## src/rtl/dmac_pkg.sv

```systemverilog
// Shared types and constants for the DMAC request arbiter.
package dmac_pkg;

  typedef enum logic [2:0] {
    IDLE,
    REQ_BUS,
    ENABLE,
    XFER,
    DONE,
    TIMEOUT
  } arb_state_t;

  localparam int unsigned ARB_FIXED = 0;
  localparam int unsigned ARB_RR    = 1;

endpackage

```

## src/rtl/dmac_rr_picker.sv

```systemverilog
// Combinational winner select: highest index (fixed) or first at/after rr_ptr (round-robin).
module dmac_rr_picker
  import dmac_pkg::*;
#(
  parameter  int unsigned NUM_REQ = 2,
  parameter  int unsigned RR_EN   = ARB_FIXED,
  localparam int unsigned CHW     = $clog2(NUM_REQ)
) (
  input  logic [NUM_REQ-1:0] i_req,
  input  logic [CHW-1:0]     i_rr_ptr,
  output logic [CHW-1:0]     o_winner,
  output logic               o_any_req
);

  logic [31:0] w_idx;
  logic        w_found;

  always_comb begin
    o_winner  = '0;
    o_any_req = |i_req;
    w_idx     = '0;
    w_found   = 1'b0;
    if (RR_EN != ARB_FIXED) begin
      // Scan from rr_ptr upwards, wrapping; the first hit wins.
      for (int unsigned k = 0; k < NUM_REQ; k++) begin
        w_idx = 32'(i_rr_ptr) + 32'(k);
        if (w_idx >= NUM_REQ) begin
          w_idx = w_idx - NUM_REQ;
        end
        if (!w_found && i_req[w_idx[CHW-1:0]]) begin
          o_winner = w_idx[CHW-1:0];
          w_found  = 1'b1;
        end
      end
    end else begin
      for (int unsigned k = 0; k < NUM_REQ; k++) begin
        w_idx = 32'(k);
        if (i_req[w_idx[CHW-1:0]]) begin
          o_winner = w_idx[CHW-1:0];
        end
      end
    end
  end

endmodule

```

## src/rtl/dmac_req_arbiter.sv

```systemverilog
// DMA request arbiter: picks a requester, owns the AHB tenure, starts its channel, signals done.
module dmac_req_arbiter
  import dmac_pkg::*;
#(
  parameter  int unsigned NUM_REQ       = 2,
  parameter  int unsigned RR_EN         = ARB_FIXED,
  parameter  int unsigned GRANT_TIMEOUT = 255,
  localparam int unsigned CHW           = $clog2(NUM_REQ)
) (
  input  logic               i_clk,
  input  logic               i_rst,
  input  logic [NUM_REQ-1:0] i_dmac_req,
  input  logic               i_bus_grant,
  input  logic               i_cfg_valid,
  input  logic               i_chan_done,
  output logic               o_bus_req,
  output logic               o_hold,
  output logic [NUM_REQ-1:0] o_chan_en,
  output logic [NUM_REQ-1:0] o_req_ack,
  output logic [CHW-1:0]     o_active_ch,
  output logic               o_busy,
  output logic               o_interrupt,
  output logic               o_grant_timeout
);

  localparam int unsigned CntW = (GRANT_TIMEOUT > 2) ? $clog2(GRANT_TIMEOUT) : 1;
  localparam logic [CntW-1:0] CntLast =
      (GRANT_TIMEOUT == 0) ? '0 : CntW'(GRANT_TIMEOUT - 1);

  arb_state_t     r_state, w_state_nxt;
  logic [CHW-1:0] r_sel, w_sel_nxt;
  logic [CHW-1:0] r_rr_ptr, w_rr_ptr_nxt;
  logic [CntW-1:0] r_cnt, w_cnt_nxt;

  logic [CHW-1:0]     w_winner;
  logic               w_any_req;
  logic [CHW-1:0]     w_ptr_adv;
  logic [NUM_REQ-1:0] w_sel_onehot;

  dmac_rr_picker #(
    .NUM_REQ (NUM_REQ),
    .RR_EN   (RR_EN)
  ) u_picker (
    .i_req     (i_dmac_req),
    .i_rr_ptr  (r_rr_ptr),
    .o_winner  (w_winner),
    .o_any_req (w_any_req)
  );

  assign w_ptr_adv    = (r_sel == CHW'(NUM_REQ - 1)) ? '0 : r_sel + 1'b1;
  assign w_sel_onehot = NUM_REQ'(1) << r_sel;

  always_comb begin
    w_state_nxt  = r_state;
    w_sel_nxt    = r_sel;
    w_rr_ptr_nxt = r_rr_ptr;
    w_cnt_nxt    = r_cnt;
    unique case (r_state)
      IDLE: begin
        if (w_any_req) begin
          w_sel_nxt   = w_winner;
          w_state_nxt = REQ_BUS;
        end
      end
      REQ_BUS: begin
        w_cnt_nxt = r_cnt + 1'b1;
        // Grant beats withdraw, withdraw beats timeout.
        if (i_bus_grant && i_cfg_valid) begin
          w_state_nxt = ENABLE;
          w_cnt_nxt   = '0;
        end else if (!i_dmac_req[r_sel]) begin
          w_state_nxt = IDLE;
          w_cnt_nxt   = '0;
        end else if ((GRANT_TIMEOUT != 0) && (r_cnt == CntLast)) begin
          w_state_nxt = TIMEOUT;
          w_cnt_nxt   = '0;
        end
      end
      ENABLE: w_state_nxt = XFER;
      XFER: begin
        if (i_chan_done) begin
          w_state_nxt = DONE;
        end
      end
      DONE, TIMEOUT: begin
        w_state_nxt = IDLE;
        if (RR_EN != ARB_FIXED) begin
          w_rr_ptr_nxt = w_ptr_adv;
        end
      end
      default: w_state_nxt = IDLE;
    endcase
  end

  always_comb begin
    o_bus_req       = 1'b0;
    o_hold          = 1'b0;
    o_chan_en       = '0;
    o_req_ack       = '0;
    o_interrupt     = 1'b0;
    o_grant_timeout = 1'b0;
    o_busy          = (r_state != IDLE);
    o_active_ch     = (r_state == IDLE) ? '0 : r_sel;
    unique case (r_state)
      REQ_BUS, XFER: begin
        o_bus_req = 1'b1;
        o_hold    = 1'b1;
      end
      ENABLE: begin
        o_bus_req = 1'b1;
        o_hold    = 1'b1;
        o_chan_en = w_sel_onehot;
        o_req_ack = w_sel_onehot;
      end
      DONE:    o_interrupt     = 1'b1;
      TIMEOUT: o_grant_timeout = 1'b1;
      default: ;
    endcase
  end

  always_ff @(posedge i_clk) begin
    if (i_rst) begin
      r_state  <= IDLE;
      r_sel    <= '0;
      r_rr_ptr <= '0;
      r_cnt    <= '0;
    end else begin
      r_state  <= w_state_nxt;
      r_sel    <= w_sel_nxt;
      r_rr_ptr <= w_rr_ptr_nxt;
      r_cnt    <= w_cnt_nxt;
    end
  end

endmodule

```

## config.mk

```make
export PLATFORM = sky130hd
export DESIGN_NAME = dmac_req_arbiter
export DESIGN_NICKNAME = d
export VERILOG_FILES = /design/src/rtl/dmac_pkg.sv /design/src/rtl/dmac_rr_picker.sv /design/src/rtl/dmac_req_arbiter.sv
export SDC_FILE = /design/constraint.sdc
export NUM_CORES = 1
export LEC_CHECK = 0
export ABC_AREA = 1
export BUFFER_PORTS_ARGS = -buffer_cell sky130_fd_sc_hd__buf_2
export CAP_MARGIN = 0
export CORE_MARGIN = 3
export CORE_UTILIZATION = 40
export DETAILED_ROUTE_END_ITERATION = 10
export GPL_TIMING_DRIVEN = 0
export PLACE_DENSITY = 0.72
export SYNTH_ARGS = -nofsm -noshare
export SYNTH_HDL_FRONTEND = slang
export SYNTH_SLANG_ARGS = --single-unit
```

## constraint.sdc

```tcl
create_clock -name i_clk -period 3.1 [get_ports i_clk]
set_clock_uncertainty 0.1 [all_clocks]
set_input_delay 0.31 -clock i_clk [delete_from_list [all_inputs] [get_ports i_clk]]
set_output_delay 0.31 -clock i_clk [all_outputs]
set_load 0.01 [all_outputs]
```

* After elaboration in Yosys (flattened, before gate mapping)
Index checks and enable logic that the tools add are counted.
Storage, ports and cells: word-level logic and storage cells 39, register bits after elaboration 12, input bits 7, output and inout bits 10
Cells by class: magnitude comparators 1, add/subtract/negate cells 1, reductions and logical operators 7, shift-type cells 1, multiplexer cells 17, equal/unequal tests 9
Operators by type and width (count):
- two-way mux 8 bit | 3
- two-way mux 3 bit | 5
- case mux 3 bit (4 select lines) | 1
- adder 8 x 1 -> 8 bit, second input constant | 1
- equality test 8 bit, second input constant | 1
- two-way mux 1 bit | 7
- equality test 3 x 2 -> 1 bit, second input constant | 2
- equality test 3 bit, second input constant | 2
- inequality test 4 bit, second input constant | 1
- equality test 3 x 1 -> 1 bit, second input constant | 1
- zero test 3 bit | 1
- AND reduction 3 bit | 1
- nonzero test 3 bit | 1
- OR reduction 3 bit | 1
- < comparator 1 x 2 -> 1 bit, second input constant | 1
- two-way mux 2 bit | 1
- inequality test 2 x 1 -> 1 bit, second input constant | 1
- inequality test 2 bit, second input constant | 1
- AND reduction 2 bit | 1
- OR reduction 2 bit | 1
- << shifter 1 x 1 -> 2 bit, first input constant | 1
- logical AND 1 bit | 1

* Logic depth before layout (Yosys ltp)
word-level depth 5, mapped depth 9

* By module
From an unflattened synthesis, not the netlist that was laid out.
Unflattened totals: cells, all modules 114, area total of the unflattened synthesis 784.5 µm²
By module, submodules not included:
- dmac_req_arbiter | area an instance 765.7 µm², cells each 110, times used 1
- dmac_rr_picker | area an instance 18.8 µm², cells each 4, times used 1

* Worst setup path after synthesis
OpenSTA, ideal clock, no wires.
kind reg-to-output, start register r_state[1], end output port o_req_ack[0], setup slack 1799 ps, arrival time 891 ps, buffers on the path 1, cell stages (with the launch flop) 4, cell sequence dfxtp_1 nand3_1 nor2_1 buf_4
On the way: longest elaborated chain between the ends 2
Ends and longest elaborated chain:
- start, declared | line dmac_req_arbiter.sv:30 | arb_state_t r_state, w_state_nxt;
- start signal, assigned | line dmac_req_arbiter.sv:128 | r_state <= w_state_nxt;
- equality test 3 x 2 -> 1 bit
- two-way mux 2 bit
- end, declared | line dmac_req_arbiter.sv:19 | output logic [NUM_REQ-1:0] o_req_ack,
Every way passes these cells.

* Final worst setup path
start register r_state[1], end output port o_req_ack[0]
On the way: longest elaborated chain between the ends 2
Ends and longest elaborated chain:
- equality test 3 x 2 -> 1 bit | line dmac_req_arbiter.sv:104 | unique case (r_state)
- two-way mux 2 bit | line dmac_req_arbiter.sv:104
Every way passes these cells.

==> metrics.csv <==
stage;metric;value;unit
floorplanning;io_pins;17;
clock_tree;clkLatencyLatePin;280;ps
floorplanning;dieArea;2560;µm²
timing;fin_crit;1650;ps
clock_tree;cts_tree;yes;
drt;routed_wl;1710;µm
clock_tree;postCtsSetupBuffers;0;
drt;drc;0;
drt;ant_nets;0;
logic_synthesis;yosys.cell_count.top_type;nand2_1;
logic_synthesis;synth_area_per_cell;6.06;µm²
pwr;power_leakage;0.456;nW
worst_hold_path;hp-class;input pin to flip-flop;
logic_synthesis;netlist_top_cells_count;nand2_1, nor2_1, inv_1;
cells_and_area;drive_gt1_share;19.3;%
drt;vias_per_cell;4.60;
placed_design;routabilityCongestion;0.811;
global_route;grt_pass1_vias;747;
logic_synthesis;yosysWarnings;0;
worst_setup_path;cpPeakStageDelay;430;ps
clock_tree;clock_sinks;12;
placed_design;dp_hpwl;1280;µm
worst_setup_path;crit_family;flip-flops;
clock_tree;cts_hold_buf;0;
status;status;completed;
logic_synthesis;netlist_area;795;µm²
timing;slew_violations;0;
logic_synthesis;synth_top_area_cell;dfxtp_1;
logic_synthesis;synthCells;131;
cells_and_area;layout.nets;160;
worst_setup_path;critPathArrivalTime;1240;ps
worst_setup_path;start_kind;flip-flop;
worst_setup_path;worst-path-buf-inv;2;
floorplanning;dieHeight;50.6;µm
floorplanning;core;1800;µm²
timing;setup_violations;0;
timing;slew_headroom;72.9;%
drt;first_pass_iters;4;
worst_setup_path;crit_slowest_cell;dfxtp_1;
clock_tree;cts_root_buf;clkbuf_4;
worst_setup_path;path_class;flip-flop to primary output;
floorplanning;rows;15;
logic_synthesis;ys_ff_latch;12;
pwr;power.density;468;nW/µm²
timing;fin_crit_sh;53.3;%
logic_synthesis;synthDistinctLibCells;17;
clock_tree;ctsResizeCount;0;
drt;vias;805;
logic_synthesis;ys_async_sr_fraction;0;%
placed_design;portBuffers;15;
flow_run;maxCapViolations;0;
cells_and_area;diodes;0;
worst_setup_path;end_kind;primary output;
logic_synthesis;synth_fp_nets;140;
logic_synthesis;synth-seq-area-share;30.2;%
pwr;total_power;0.439;mW
worst_setup_path;reg2reg_depth;9;
clock_tree;numCtsBuffers;3;
global_route;grt_max_degree;11;
timing;rsz0062_at_grt;no;
pwr;peakVddDrop;0.000256;V
drt;drtIter0Drc;14;
logic_synthesis;netlist_top_cells_area;dfxtp_1, nand2_1, nor2_1;
timing;worst_pin_slew;406;ps
worst_setup_path;path_depth;4;
floorplanning;dieWidth;50.6;µm
worst_setup_path;worstPathCellList;nand3_1 > nor2_1 > buf_4 > buf_2;
cells_and_area;area.growth.synth_to_final;18.0;%
clock_tree;htreeDepth;1;
clock_tree;clockBufferDepth;2;
global_route;grt_pass1_wl;2970;µm
global_route;grt.total_usage;15.0;%
logic_synthesis;synth_edf_count;0;
timing;hold_viol;0;
clock_tree;clk_pin_slew;80;ps
worst_hold_path;whs_path_depth;3;
global_route;grt.overflow.total;0;
floorplanning;initial_core_util;44.1;%
global_route;antenna_found_initial;0;
timing;fmax;605;MHz
drt;wire_per_inst;9.76;µm
worst_setup_path;crit_fanout;6;
logic_synthesis;synth_top_area_share;30.2;%
timing;fin_tns_setup;0;ps
worst_setup_path;critPathRequiredTime;2690;ps
logic_synthesis;synthFlopType;dfxtp_1;
metrics by stage:
stage | cells | area (µm²) | utilization, % | hold slack, ps | setup slack [ps]
after global routing | 175 | 937 | 52.0 | 203 | 1350
after detailed placement | 171 | 901 | 50.0 | 401 | 1670
after floorplan | 131 | 795 | - | 358 | 1800
final | 175 | 937 | 52.0 | 191 | 1450
after CTS | 175 | 937 | 52.0 | 187 | 1450
after global placement | 171 | 901 | 50.0 | 392 | 1720
registers in the layout, indices dropped and copies added (netlist names):
name     count
r_state      3
r_sel        1
r_cnt        8
report_power, final:
part	switching, mW	internal [mW]	total (mW)	leakage, nW
combinational	0.0829	0.0519	0.135	0.338
clock	0.0573	0.0714	0.129	0.0210
sequential	0.0111	0.164	0.175	0.0975
final cells by class:
| cell class | instances | area (µm²) |
|---|---|---|
| Tap cell | 25 | 31.3 |
| Inverter | 21 | 78.8 |
| Multi-Input combinational cell | 93 | 438 |
| Fill cell | 192 | 865 |
| Buffer | 5 | 37.5 |
| Clock buffer | 4 | 36.3 |
| Timing Repair Buffer | 15 | 75.1 |
| Sequential cell | 12 | 240 |
worst reg2reg max path: stages (launching register included):
cell and delay (ps):
dfxtp_1 370, inv_1 80, ha_1 190, inv_1 50, nor2_1 40, nand2_1 90
nand2_1 100, nor2_4 160, nand2_1 80, a21oi_1 120
layer usage:
metal	vias to the layer above	wire, µm	GRT usage (%)
met5	-	0	0
met2	22	730	24.6
met1	343	839	18.4
met4	0	29	4.04
li1	436	-	-
met3	4	109	5.64
cells by family after synthesis:
kind of cell               count (synthesis)  synth area share [%]
adders and majority gates                  2                  3.15
AOI/OAI and AO/OA                         15                  9.45
xor gates and xnor gates                   2                  2.21
and+or+nand+nor                           74                  40.3
DFF                                       12                  30.2
buffers and inverters                     26                  14.6
cell usage in the layout, fill, tap and decap left out, drive strengths merged:
cell type / n
nand2: 39
nor2: 23
inv: 21
buf: 19
dfxtp: 12
nand3: 9
a21oi: 8
o21ai: 7
clkbuf: 5
nor3: 2
xor2: 2
ha: 2
and2: 1
path summary, 6_finish.rpt:
kind	slack, ps	from	endpoint
worst max-delay path	1450	r_state[1]	o_req_ack[0]
worst min-delay path	190	i_dmac_req[1]	r_sel
worst max register to register	1660	r_cnt[0]	r_cnt[6]
worst min register to register	410	r_cnt[1]	r_cnt[1]
Power figures use the tool's default switching activity.
